$ cat src/rtl/uart_reg_sched.sv
// uart_reg_sched: write-port scheduler and TX/RX sequencer for the UART
// register bank. Arbitrates one write port between RX, TX-clear and user.
//
// Ports:
//   clk_i, rst_ni        clock, async active-low reset
//   user_we_i/addr/wdata user write request (addr 0 = ctrl, 1 = data)
//   user_stall_o         user write not accepted this cycle
//   ctrl_q_i             current control register (0 send, 1 new_rx, 2 ovr)
//   rx_data_rdy_i/rx_data_i  received-byte pulse and byte
//   tx_busy_i/tx_start_o     transmitter status and start pulse
//   reg_we_ctrl_o/reg_we_data_o/reg_wdata_o  register bank write port
//   hold_ctrl_o          1 when RX/TX path owns the write port
module uart_reg_sched (
   input  logic        clk_i,
   input  logic        rst_ni,
   input  logic        user_we_i,
   input  logic        user_addr_i,
   input  logic [31:0] user_wdata_i,
   output logic        user_stall_o,
   input  logic [31:0] ctrl_q_i,
   input  logic        rx_data_rdy_i,
   input  logic [7:0]  rx_data_i,
   input  logic        tx_busy_i,
   output logic        tx_start_o,
   output logic        reg_we_ctrl_o,
   output logic        reg_we_data_o,
   output logic [31:0] reg_wdata_o,
   output logic        hold_ctrl_o
);

   typedef enum logic [1:0] {
      R_IDLE,
      R_DATA,
      R_FLAG
   } rx_st_t;

   typedef enum logic [1:0] {
      T_IDLE,
      T_WAIT_BUSY,
      T_WAIT_DONE,
      T_CLEAR
   } tx_st_t;

   rx_st_t      r_rx_st;
   tx_st_t      r_tx_st;
   logic [7:0]  r_rx_buf;
   logic        r_ovr;

   logic        w_rx_data_req;
   logic        w_rx_ctrl_req;
   logic        w_rx_req;
   logic        w_tx_req;
   logic        w_tx_grant;
   logic        w_user_grant;
   logic        w_start;
   logic [31:0] w_rx_ctrl;
   logic [31:0] w_tx_ctrl;

   assign w_rx_data_req = (r_rx_st == R_DATA);
   assign w_rx_ctrl_req = (r_rx_st == R_FLAG);
   assign w_rx_req      = w_rx_data_req | w_rx_ctrl_req;
   assign w_tx_req      = (r_tx_st == T_CLEAR);
   assign w_tx_grant    = w_tx_req & ~w_rx_req;
   assign w_user_grant  = user_we_i & ~w_rx_req & ~w_tx_req;
   assign w_start       = (r_tx_st == T_IDLE) & ctrl_q_i[0] & ~tx_busy_i;

   // Read-modify-write on the live register value, so RX and TX
   // control writes on consecutive cycles keep each other's bits.
   assign w_rx_ctrl = ctrl_q_i | 32'h2 | {29'b0, r_ovr, 2'b00};
   assign w_tx_ctrl = ctrl_q_i & ~32'h1;

   always_ff @(posedge clk_i or negedge rst_ni) begin
      if (!rst_ni) begin
         r_rx_st  <= R_IDLE;
         r_rx_buf <= 8'h00;
         r_ovr    <= 1'b0;
      end else begin
         unique case (r_rx_st)
            R_IDLE: begin
               if (rx_data_rdy_i) begin
                  r_rx_buf <= rx_data_i;
                  r_rx_st  <= R_DATA;
               end
            end
            R_DATA: begin
               if (rx_data_rdy_i) r_ovr <= 1'b1;
               r_rx_st <= R_FLAG;
            end
            R_FLAG: begin
               // A pulse landing on the flag write is itself an overrun.
               r_ovr   <= rx_data_rdy_i;
               r_rx_st <= R_IDLE;
            end
            default: r_rx_st <= R_IDLE;
         endcase
      end
   end

   always_ff @(posedge clk_i or negedge rst_ni) begin
      if (!rst_ni) begin
         r_tx_st <= T_IDLE;
      end else begin
         unique case (r_tx_st)
            T_IDLE: begin
               if (w_start) r_tx_st <= T_WAIT_BUSY;
            end
            T_WAIT_BUSY: begin
               if (tx_busy_i) r_tx_st <= T_WAIT_DONE;
            end
            T_WAIT_DONE: begin
               if (!tx_busy_i) r_tx_st <= T_CLEAR;
            end
            T_CLEAR: begin
               if (!w_rx_req) r_tx_st <= T_IDLE;
            end
            default: r_tx_st <= T_IDLE;
         endcase
      end
   end

   // Outputs are forced low while reset is held, including the paths
   // that would otherwise pass user/ctrl inputs straight through.
   always_comb begin
      reg_we_ctrl_o = 1'b0;
      reg_we_data_o = 1'b0;
      reg_wdata_o   = 32'h0;
      hold_ctrl_o   = 1'b0;
      user_stall_o  = 1'b0;
      tx_start_o    = 1'b0;
      if (rst_ni) begin
         hold_ctrl_o  = w_rx_req | w_tx_req;
         user_stall_o = user_we_i & (w_rx_req | w_tx_req);
         tx_start_o   = w_start;
         unique case (1'b1)
            w_rx_data_req: begin
               reg_we_data_o = 1'b1;
               reg_wdata_o   = {24'b0, r_rx_buf};
            end
            w_rx_ctrl_req: begin
               reg_we_ctrl_o = 1'b1;
               reg_wdata_o   = w_rx_ctrl;
            end
            w_tx_grant: begin
               reg_we_ctrl_o = 1'b1;
               reg_wdata_o   = w_tx_ctrl;
            end
            w_user_grant: begin
               reg_we_ctrl_o = ~user_addr_i;
               reg_we_data_o = user_addr_i;
               reg_wdata_o   = user_wdata_i;
            end
            default: begin
               reg_we_ctrl_o = 1'b0;
            end
         endcase
      end
   end

endmodule

$ cat config.mk
export PLATFORM = sky130hd
export DESIGN_NAME = uart_reg_sched
export DESIGN_NICKNAME = d
export VERILOG_FILES = /design/src/rtl/uart_reg_sched.sv
export SDC_FILE = /design/constraint.sdc
export NUM_CORES = 1
export LEC_CHECK = 0
export CORE_MARGIN = 3
export CORE_UTILIZATION = 45
export DETAILED_ROUTE_END_ITERATION = 10
export DONT_BUFFER_PORTS = 1
export PLACE_DENSITY = 0.63
export SLEW_MARGIN = 15
export SYNTH_ARGS = -nofsm -noshare
export SYNTH_HDL_FRONTEND = slang
export SYNTH_SLANG_ARGS = --single-unit
$ cat constraint.sdc
create_clock -name clk_i -period 2.28 [get_ports clk_i]
set_input_delay 0.456 -clock clk_i [delete_from_list [all_inputs] [get_ports clk_i]]
set_output_delay 0.456 -clock clk_i [all_outputs]
set_load 0.005 [all_outputs]
Word level (Yosys, flattened, before mapping)
Index checks and enable logic that the tools add are counted.
{"block": "op_classes", "n_eq_ne": 11, "mux": 18, "n_bitwise": 13, "reduce_logical": 7}
{"cell": "32-bit case mux with 4 select lines", "n": 1}
{"cell": "32-bit 2-to-1 mux", "n": 1}
{"cell": "32-bit by 3-bit bitwise OR with 32-bit output", "n": 1}
{"cell": "2-bit inequality test (second input constant)", "n": 6}
{"cell": "2-bit 2-to-1 mux", "n": 5}
{"cell": "2-bit case mux with 4 select lines", "n": 1}
{"cell": "1-bit bitwise AND", "n": 6}
{"cell": "2-bit equality test (second input constant)", "n": 3}
{"cell": "1-bit 2-to-1 mux", "n": 6}
{"cell": "1-bit case mux with 2 select lines", "n": 3}
{"cell": "2-bit by 1-bit equality test with 1-bit output (second input constant)", "n": 2}
{"cell": "2-bit logical NOT", "n": 2}
{"cell": "1-bit inverter", "n": 4}
{"cell": "2-bit case mux with 2 select lines", "n": 1}
{"cell": "2-bit AND reduction", "n": 2}
{"cell": "4-bit AND reduction", "n": 1}
{"cell": "1-bit bitwise OR", "n": 2}
{"cell": "2-bit nonzero test", "n": 1}
{"cell": "2-bit OR reduction", "n": 1}
{"block": "word_totals", "register_bits": 13, "inputBits": 78, "out_inout_bits": 37, "wordCells": 53}

Depth between registers and ports, before layout
Gate-level depths: netlist of run 1.
{"block": "depth", "ltp_word": 7, "ltp_mapped": 6, "depth_no_buf": 5}

Least setup slack after synthesis of run 1
OpenSTA, ideal clock, no wires.
{"block": "synth_timing", "path_kind": "reg2out", "start": "register r_rx_st[0]", "end": "output reg_wdata_o[4]", "arrival_ns": 1.556, "setup_slack_ns": 0.268, "path_stages_with_launch": 7, "path_cell_list": "dfrtp_1 > inv_1 > ha_1 > nor3b_4 > buf_2 > a22oi_1 > a21oi_1"}
{"block": "synth_between", "elab_chain_len": 7, "word_cells_on_any_way": 9}
{"item": "start, declared", "line_no": "44", "text": "rx_st_t r_rx_st;"}
{"item": "start signal, assigned", "line_no": "74", "text": "r_rx_st <= R_IDLE;"}
{"item": "start signal, assigned", "line_no": "82", "text": "r_rx_st <= R_DATA;"}
{"item": "start signal, assigned", "line_no": "87", "text": "r_rx_st <= R_FLAG;"}
{"item": "2-bit by 1-bit equality test with 1-bit output or 2-bit equality test (tied branches)", "line_no": "59, 60"}
{"item": "1-bit bitwise OR", "line_no": "61", "text": "assign w_rx_req = w_rx_data_req | w_rx_ctrl_req;"}
{"item": "1-bit inverter", "line_no": "63, 64"}
{"item": "1-bit bitwise AND (2 in series)", "line_no": "64", "text": "assign w_user_grant = user_we_i & ~w_rx_req & ~w_tx_req;"}
{"item": "32-bit case mux with 4 select lines *", "line_no": "134", "text": "unique case (1'b1)"}
{"item": "32-bit 2-to-1 mux *", "line_no": "130", "text": "if (rst_ni) begin"}
{"item": "end, declared", "line_no": "27", "text": "output logic [31:0] reg_wdata_o,"}
Mark *: on every way between the ends. The rest lies on a longest branch, timed or not.

Final worst setup path of run 1
{"block": "layout_timing", "start": "register r_rx_st[0]", "end": "output reg_wdata_o[25]"}
The elaborated chain is that of the path after synthesis.

==> flow_summary.yaml, run 1 <==
outcome:
  status: "finished clean"
placement:
  dp_slack_ns: 0.163
  placed_cells: 198
  io_buffers: 0
  gp_congestion: 0.715
  dp_hpwl_um: 2910
synthesis:
  synth-simple-area-share_pct: 15.3
  synth_xor_area_share_pct: 0
  syn_area_per_cell_um2: 7.52
  synth_top_family_by_area: "compound AO/OA/AOI/OAI gates"
  synthAdderAreaFrac_pct: 10.5
  seq_area_frac_synth_pct: 24.7
  synth.cell_area_mm2: 0.00132
  syn_nets: 264
  muxShareOfSynthArea_pct: 7.70
  yosys_warnings: 0
  synth_compound_area_share_pct: 35.8
  ys_ff_latch: 13
  synth_cells: 175
  yosysUniqueCellTypes: 25
sta:
  slew_headroom_pct: 64.2
  drv_slew: 0
  finClkSkew_ns: 0.00142
  worst_pin_slew_ns: 0.535
  rsz0062_at_grt: "yes"
  setup_viol: 0
  period_minus_slack_ns: 2.26
  hold_viol_final: 0
  fmax_mhz: 442
  fin_ws_ns: 0.0169
  min_period_over_period_pct: 99.3
routing:
  vias: 1369
  wl_per_cell_um: 19.2
  vias_per_cell: 6.49
  drc: 0
  wirelength_um: 4060
  drt_iter0_markers: 84
  dr_wl_met2_um: 2210
  top_layer: "met4"
  detail_route.first_pass.iterations: 4
  wl_met1_um: 1540
  ant_nets: 0
  wl_met3_um: 303
finish:
  multi_input_area_mm2: 0.00105
  regArea_um2: 325
  n_antenna_cell: 0
  area_delta_synth_final_pct: 22.0
  finalNonFillerCells: 211
  drive_gt1_share_pct: 33.7
  fillers: 247
  nets: 271
global_routing:
  grt_overflow: 0
  antenna_found_initial: 0
  grt_first_pass_wirelength_um: 5260
  grt_pass1_vias: 1174
  track_usage_pct: 19.0
  grt_max_degree: 33
critical_path:
  slowest_delay_ns: 0.41
  worst_path_dominant_cell_family: "flip-flops"
  cp_slowest_cell: "dfrtp_1"
  cp-end-kind: "output pin"
  startpoint: "r_rx_st[0]"
  r2r_start: "r_rx_st[0]"
  cp_max_fo: 5
  required_ns: 1.82
  startpoint_type: "flop"
  cp_cell_sequence: "inv_2 -> ha_4 -> nor3b_4 -> buf_6 -> buf_2 -> nand2_1 -> a21oi_2"
  arrival_ns: 1.81
  cp_num_buf_inv: 3
  critical_path_class: "flop to output pin"
clock_network:
  insertion_delay_ns: 0.26
  root_buffer: "clkbuf_4"
  max-clock-path-buffers: 2
  numCtsBuffers: 3
  cts_tree: "built"
  cts_htree_levels: 1
  clk_pin_slew_worst_paths_ns: 0.07
  clock_sinks: 13
power_and_ir_drop:
  power_density_mw_per_mm2: 1380
  vdd_drop_max_v: 0.000951
  leakagePower_nw: 0.572
die:
  die_area_mm2: 0.00361
  die_x_um: 60.1
  start_util_pct: 50.0
  die_h_um: 60.1
  io_pins: 115
  core-area_mm2: 0.00264
  rows: 18
flow_run:
  maxCapViolations: 0
min_path:
  hold_path_startpoint: "rx_data_i[3]"
  worst_hold_path_type: "input port to flop"
-- state kept, by name, indices dropped and copies added (netlist names) --
register  count
r_rx_buf      8
r_rx_st       2
r_tx_st       2
r_ovr         1
-- metal layers --
layer,GRT usage (%),vias to the layer above
met5,0,-
met4,4.11,0
met3,3.46,2
met2,36.9,68
met1,21.0,662
li1,-,637
-- path summary, 6_finish.rpt --
check	end	slack [ns]	depth (start not counted)
worst max register to register	r_tx_st[1]	0.57	5
min in group asynchronous	r_rx_buf[6]	0.61	1
worst max-delay path	reg_wdata_o[25]	0.02	7
worst min-delay path	r_rx_buf[3]	0.34	1
max in group asynchronous	r_rx_st[0]	1.31	1
worst min register to register	r_rx_buf[6]	0.53	1
-- cells in the final DEF, fill, tap and decap left out, types with 2 or more instances in the layout --
cell type  count
o21ai_0       33
nand2_1       29
a21oi_2       22
dfrtp_1       13
a21oi_1       10
ha_1           9
mux2_2         8
buf_4          8
buf_6          5
a22oi_2        4
nor2_1         4
inv_1          3
and2_1         3
clkbuf_4       3
inv_2          2
a22oi_1        2
a222oi_1       2
nor2b_1        2
nand2b_1       2
-- through the flow --
step	hold slack (ns)	area (µm²)	power (W)	TNS [ns]	util, %
6_report	0.341	1610	0.00222	0	60.9
3_5_place_dp	0.161	1370	0.00174	0	51.9
5_1_grt	0.318	1610	0.00242	-0.650	60.9
3_3_place_gp	0.161	1370	0.00168	0	51.9
4_1_cts	0.335	1450	0.00199	0	55.2
2_1_floorplan	0.160	1320	0.00144	0	-
-- final cells by class --
| class | count | area share, % |
|---|---|---|
| Tap cell | 30 | 2.34 |
| Multi-Input combinational cell | 143 | 65.2 |
| Inverter | 5 | 1.17 |
| Timing Repair Buffer | 16 | 9.43 |
| Sequential cell | 13 | 20.3 |
| Clock buffer | 4 | 1.64 |
-- repair_timing --
item,in CTS,in global routing
endpoints found under the hold margin,13,0
setup buffers,2,2
hold buffers,1,0
pin swaps,3,10
setup endpoints to repair,34,26
resized for setup,8,33
gates cloned,2,2
-- synthesized netlist by cell type --
| cell | n | area [µm²] |
|---|---|---|
| nor3b_4 | 1 | 18.8 |
| and2_1 | 3 | 18.8 |
| nor2b_2 | 1 | 8.76 |
| o21a_1 | 1 | 7.51 |
| nor2_1 | 4 | 15.0 |
| inv_1 | 5 | 18.8 |
| o21ai_0 | 33 | 165 |
| mux2_1 | 1 | 11.3 |
| ha_1 | 11 | 138 |
| a221oi_1 | 1 | 8.76 |
| nand2b_1 | 2 | 12.5 |
| a222oi_1 | 2 | 20.0 |
| mux2_2 | 8 | 90.1 |
| dfrtp_1 | 13 | 325 |
| a21oi_1 | 32 | 160 |
| buf_2 | 6 | 30.0 |
| nor2b_1 | 3 | 18.8 |
| a22oi_1 | 6 | 45.0 |
| a2bb2oi_1 | 1 | 8.76 |
| a2111oi_4 | 1 | 27.5 |
| o31ai_2 | 1 | 12.5 |
| nand2_1 | 29 | 109 |
| clkbuf_1 | 8 | 30.0 |
| o31a_1 | 1 | 8.76 |
| a211oi_1 | 1 | 7.51 |
-- report_power, final --
group	switching (W)	internal (W)
Combinational	0.000909	0.000741
Sequential	0.0000953	0.000349
Clock	0.0000606	0.0000675
-- cells by family (layout without fill, tap and decap cells) --
logic type | Yosys count | count (layout)
adders and majority gates | 11 | 11
and+or+nand+nor | 43 | 43
muxes | 9 | 9
DFF | 13 | 13
buffers and inverters | 19 | 25
AOI/OAI and AO/OA | 80 | 80
No activity file was read; power rests on OpenSTA's default activity.
==> inputs of run 2 (changes only) <==
--- a/config.mk
+++ b/config.mk
@@ -10,7 +10,7 @@
 export DETAILED_ROUTE_END_ITERATION = 10
 export DONT_BUFFER_PORTS = 1
 export PLACE_DENSITY = 0.63
-export SLEW_MARGIN = 15
+export SLEW_MARGIN = 20
 export SYNTH_ARGS = -nofsm -noshare
 export SYNTH_HDL_FRONTEND = slang
 export SYNTH_SLANG_ARGS = --single-unit
==> results of run 2 <==
The final DEF is identical to that of run 1; final timing and power are the same.
==> inputs of run 3 (changes only) <==
--- a/config.mk
+++ b/config.mk
@@ -5,7 +5,6 @@
 export SDC_FILE = /design/constraint.sdc
 export NUM_CORES = 1
 export LEC_CHECK = 0
-export CORE_MARGIN = 3
 export CORE_UTILIZATION = 45
 export DETAILED_ROUTE_END_ITERATION = 10
 export DONT_BUFFER_PORTS = 1
==> flow_summary.yaml, run 3 (synthesis results as in run 1) <==
routing:
  drc: 0
  detail_route.first_pass.iterations: 5
  wl_per_cell_um: 18.9
  wirelength_um: 3970
  drt_iter0_markers: 113
  vias_per_cell: 6.60
  ant_nets: 0
  vias: 1387
critical_path:
  arrival_ns: 1.78
  r2r_start: "r_rx_st[1]"
  required_ns: 1.82
  critical_path_class: "flop to output pin"
  cp-end-kind: "output pin"
  r2r_slack_ns: 0.56
  rr_endpoint: "r_tx_st[1]"
  cp_slowest_cell: "dfrtp_1"
  rr_worst_depth: 5
  cp_cell_sequence: "inv_2 -> ha_4 -> nor3b_4 -> buf_6 -> buf_4 -> nand2_1 -> a21oi_2"
  slowest_delay_ns: 0.41
  startpoint_type: "flop"
  cp_max_fo: 10
power_and_ir_drop:
  p_clk_share_pct: 6.6
  switchingPower_w: 0.00103
  power_density_mw_per_mm2: 1370
  leakagePower_nw: 0.555
  switching_share_pct: 48.7
  combPwrFrac_pct: 72.9
  power_w: 0.00211
  p_seq_share_pct: 20.5
  vdd_drop_max_v: 0.000862
  p_int_w: 0.00108
sta:
  finClkSkew_ns: 0.00164
  setup_viol: 0
  hold_viol_final: 0
  drv_slew: 0
  slew_headroom_pct: 59.9
  worst_pin_slew_ns: 0.600
  rsz0062_at_grt: "yes"
  min_period_over_period_pct: 98.0
  fmax_mhz: 447
  period_minus_slack_ns: 2.24
flow_run:
  maxCapViolations: 0
finish:
  reg_top3: "r_rx_buf: 8 flops, r_rx_st: 2 flops, r_tx_st: 2 flops"
  mostFrequentLayoutCell: "o21ai_0"
  regMostFlops: "r_rx_buf"
  n_antenna_cell: 0
  final_util_pct: 55.7
  nets: 269
  largest_reg_flops: 8
  finalNonFillerCells: 210
  mostFrequentLayoutCells: "o21ai_0 (33), nand2_1 (29), a21oi_2 (17)"
  area_delta_synth_final_pct: 16.7
  fillers: 262
  drive_gt1_share_pct: 27.9
clock_network:
  clk_pin_slew_worst_paths_ns: 0.08
  root_buffer: "clkbuf_4"
  cts_htree_levels: 1
  numCtsBuffers: 3
  clock_sinks: 13
  insertion_delay_ns: 0.27
  cts_tree: "built"
  max-clock-path-buffers: 2
min_path:
  hold_path_startpoint: "rx_data_i[7]"
  min_path_cells: 1
  worst_hold_path_type: "input port to flop"
  min_to: "r_rx_buf[7]"
die:
  rows: 19
  core-area_mm2: 0.00276
  die_x_um: 56.1
  die_area_mm2: 0.00315
  start_util_pct: 47.7
  die_h_um: 56.1
  io_pins: 115
placement:
  gp_congestion: 0.761
  io_buffers: 0
  placed_cells: 200
global_routing:
  grt_max_degree: 25
  track_usage_pct: 24.0
  grt_first_pass_wirelength_um: 6020
  grt_overflow: 0
  grt_pass1_vias: 1330
  antenna_found_initial: 0
outcome:
  status: "finished clean"
## run 3: changes by cell type in the layout (fill, tap and decap cells not counted)
cell     change
a21oi_1      +5
a21oi_2      -5
a22oi_1      +4
a22oi_2      -4
buf_12       -1
buf_6        -1
## run 3: routing by layer
metal	wire length (µm)	global-route usage (%)	share of wire (%)	vias up
met5	0	0	0	-
met4	54	12.2	1.4	0
met3	270	3.26	6.8	8
met2	2060	42.7	52	81
met1	1590	27.9	40	665
li1	-	-	-	633
## run 3: how the worst max path moves through the flow
| stage | startpoint | to | cells after the start |
|---|---|---|---|
| floorplan | r_rx_st[0] | reg_wdata_o[4] | 6 |
| detailed placement | r_rx_st[0] | reg_wdata_o[6] | 6 |
| global route | r_rx_st[0] | reg_wdata_o[13] | 7 |
| finish | r_rx_st[1] | reg_wdata_o[13] | 7 |
| global placement | r_rx_st[0] | reg_we_ctrl_o | 6 |
| CTS | r_tx_st[0] | reg_we_ctrl_o | 6 |
## run 3: layout make-up
class | instances | area [µm²] | share of cell area, %
Sequential cell | 13 | 325 | 21.2
Multi-Input combinational cell | 143 | 1010 | 65.6
Clock buffer | 4 | 26.3 | 1.71
Inverter | 5 | 18.8 | 1.22
Timing Repair Buffer | 14 | 120 | 7.82
Tap cell | 31 | 38.8 | 2.52
## run 3: through the flow
stage	TNS [ns]	hold WS (ns)	cell area (µm²)	worst slack, ns
final	0	0.329	1540	0.0446
after global routing	-0.543	0.318	1540	-0.0571
after CTS	0	0.321	1450	0.000912
after detailed placement	0	0.161	1360	0.158
after global placement	0	0.161	1360	0.240
after floorplan	0	0.160	1320	0.268
## run 3: worst max-delay path: cells and delay by family (launching register included)
| family | cells | cell delay (ns) |
|---|---|---|
| DFF | 1 | 0.41 |
| buffers and inverters | 3 | 0.41 |
| adders and majority gates | 1 | 0.24 |
| and+or+nand+nor | 2 | 0.30 |
| AOI/OAI and AO/OA | 1 | 0.16 |
## run 3: power by group through the flow
stage,Combinational [W],Clock [W],Sequential [W]
2_1_floorplan,0.00103,0,0.000407
3_3_place_gp,0.00123,0,0.000423
3_5_place_dp,0.00128,0,0.000433
4_1_cts,0.00141,0.000145,0.000427
5_1_grt,0.00168,0.000152,0.000448
6_report,0.00154,0.000140,0.000432
## run 3: timing repair
action | 4_1_cts | 5_1_grt
endpoints found under the setup margin | 34 | 28
pin swaps | 5 | 4
setup buffers | 2 | 1
resized for setup | 8 | 20
hold buffers | 1 | 0
endpoints found under the hold margin | 13 | 0
gates cloned | 2 | 0
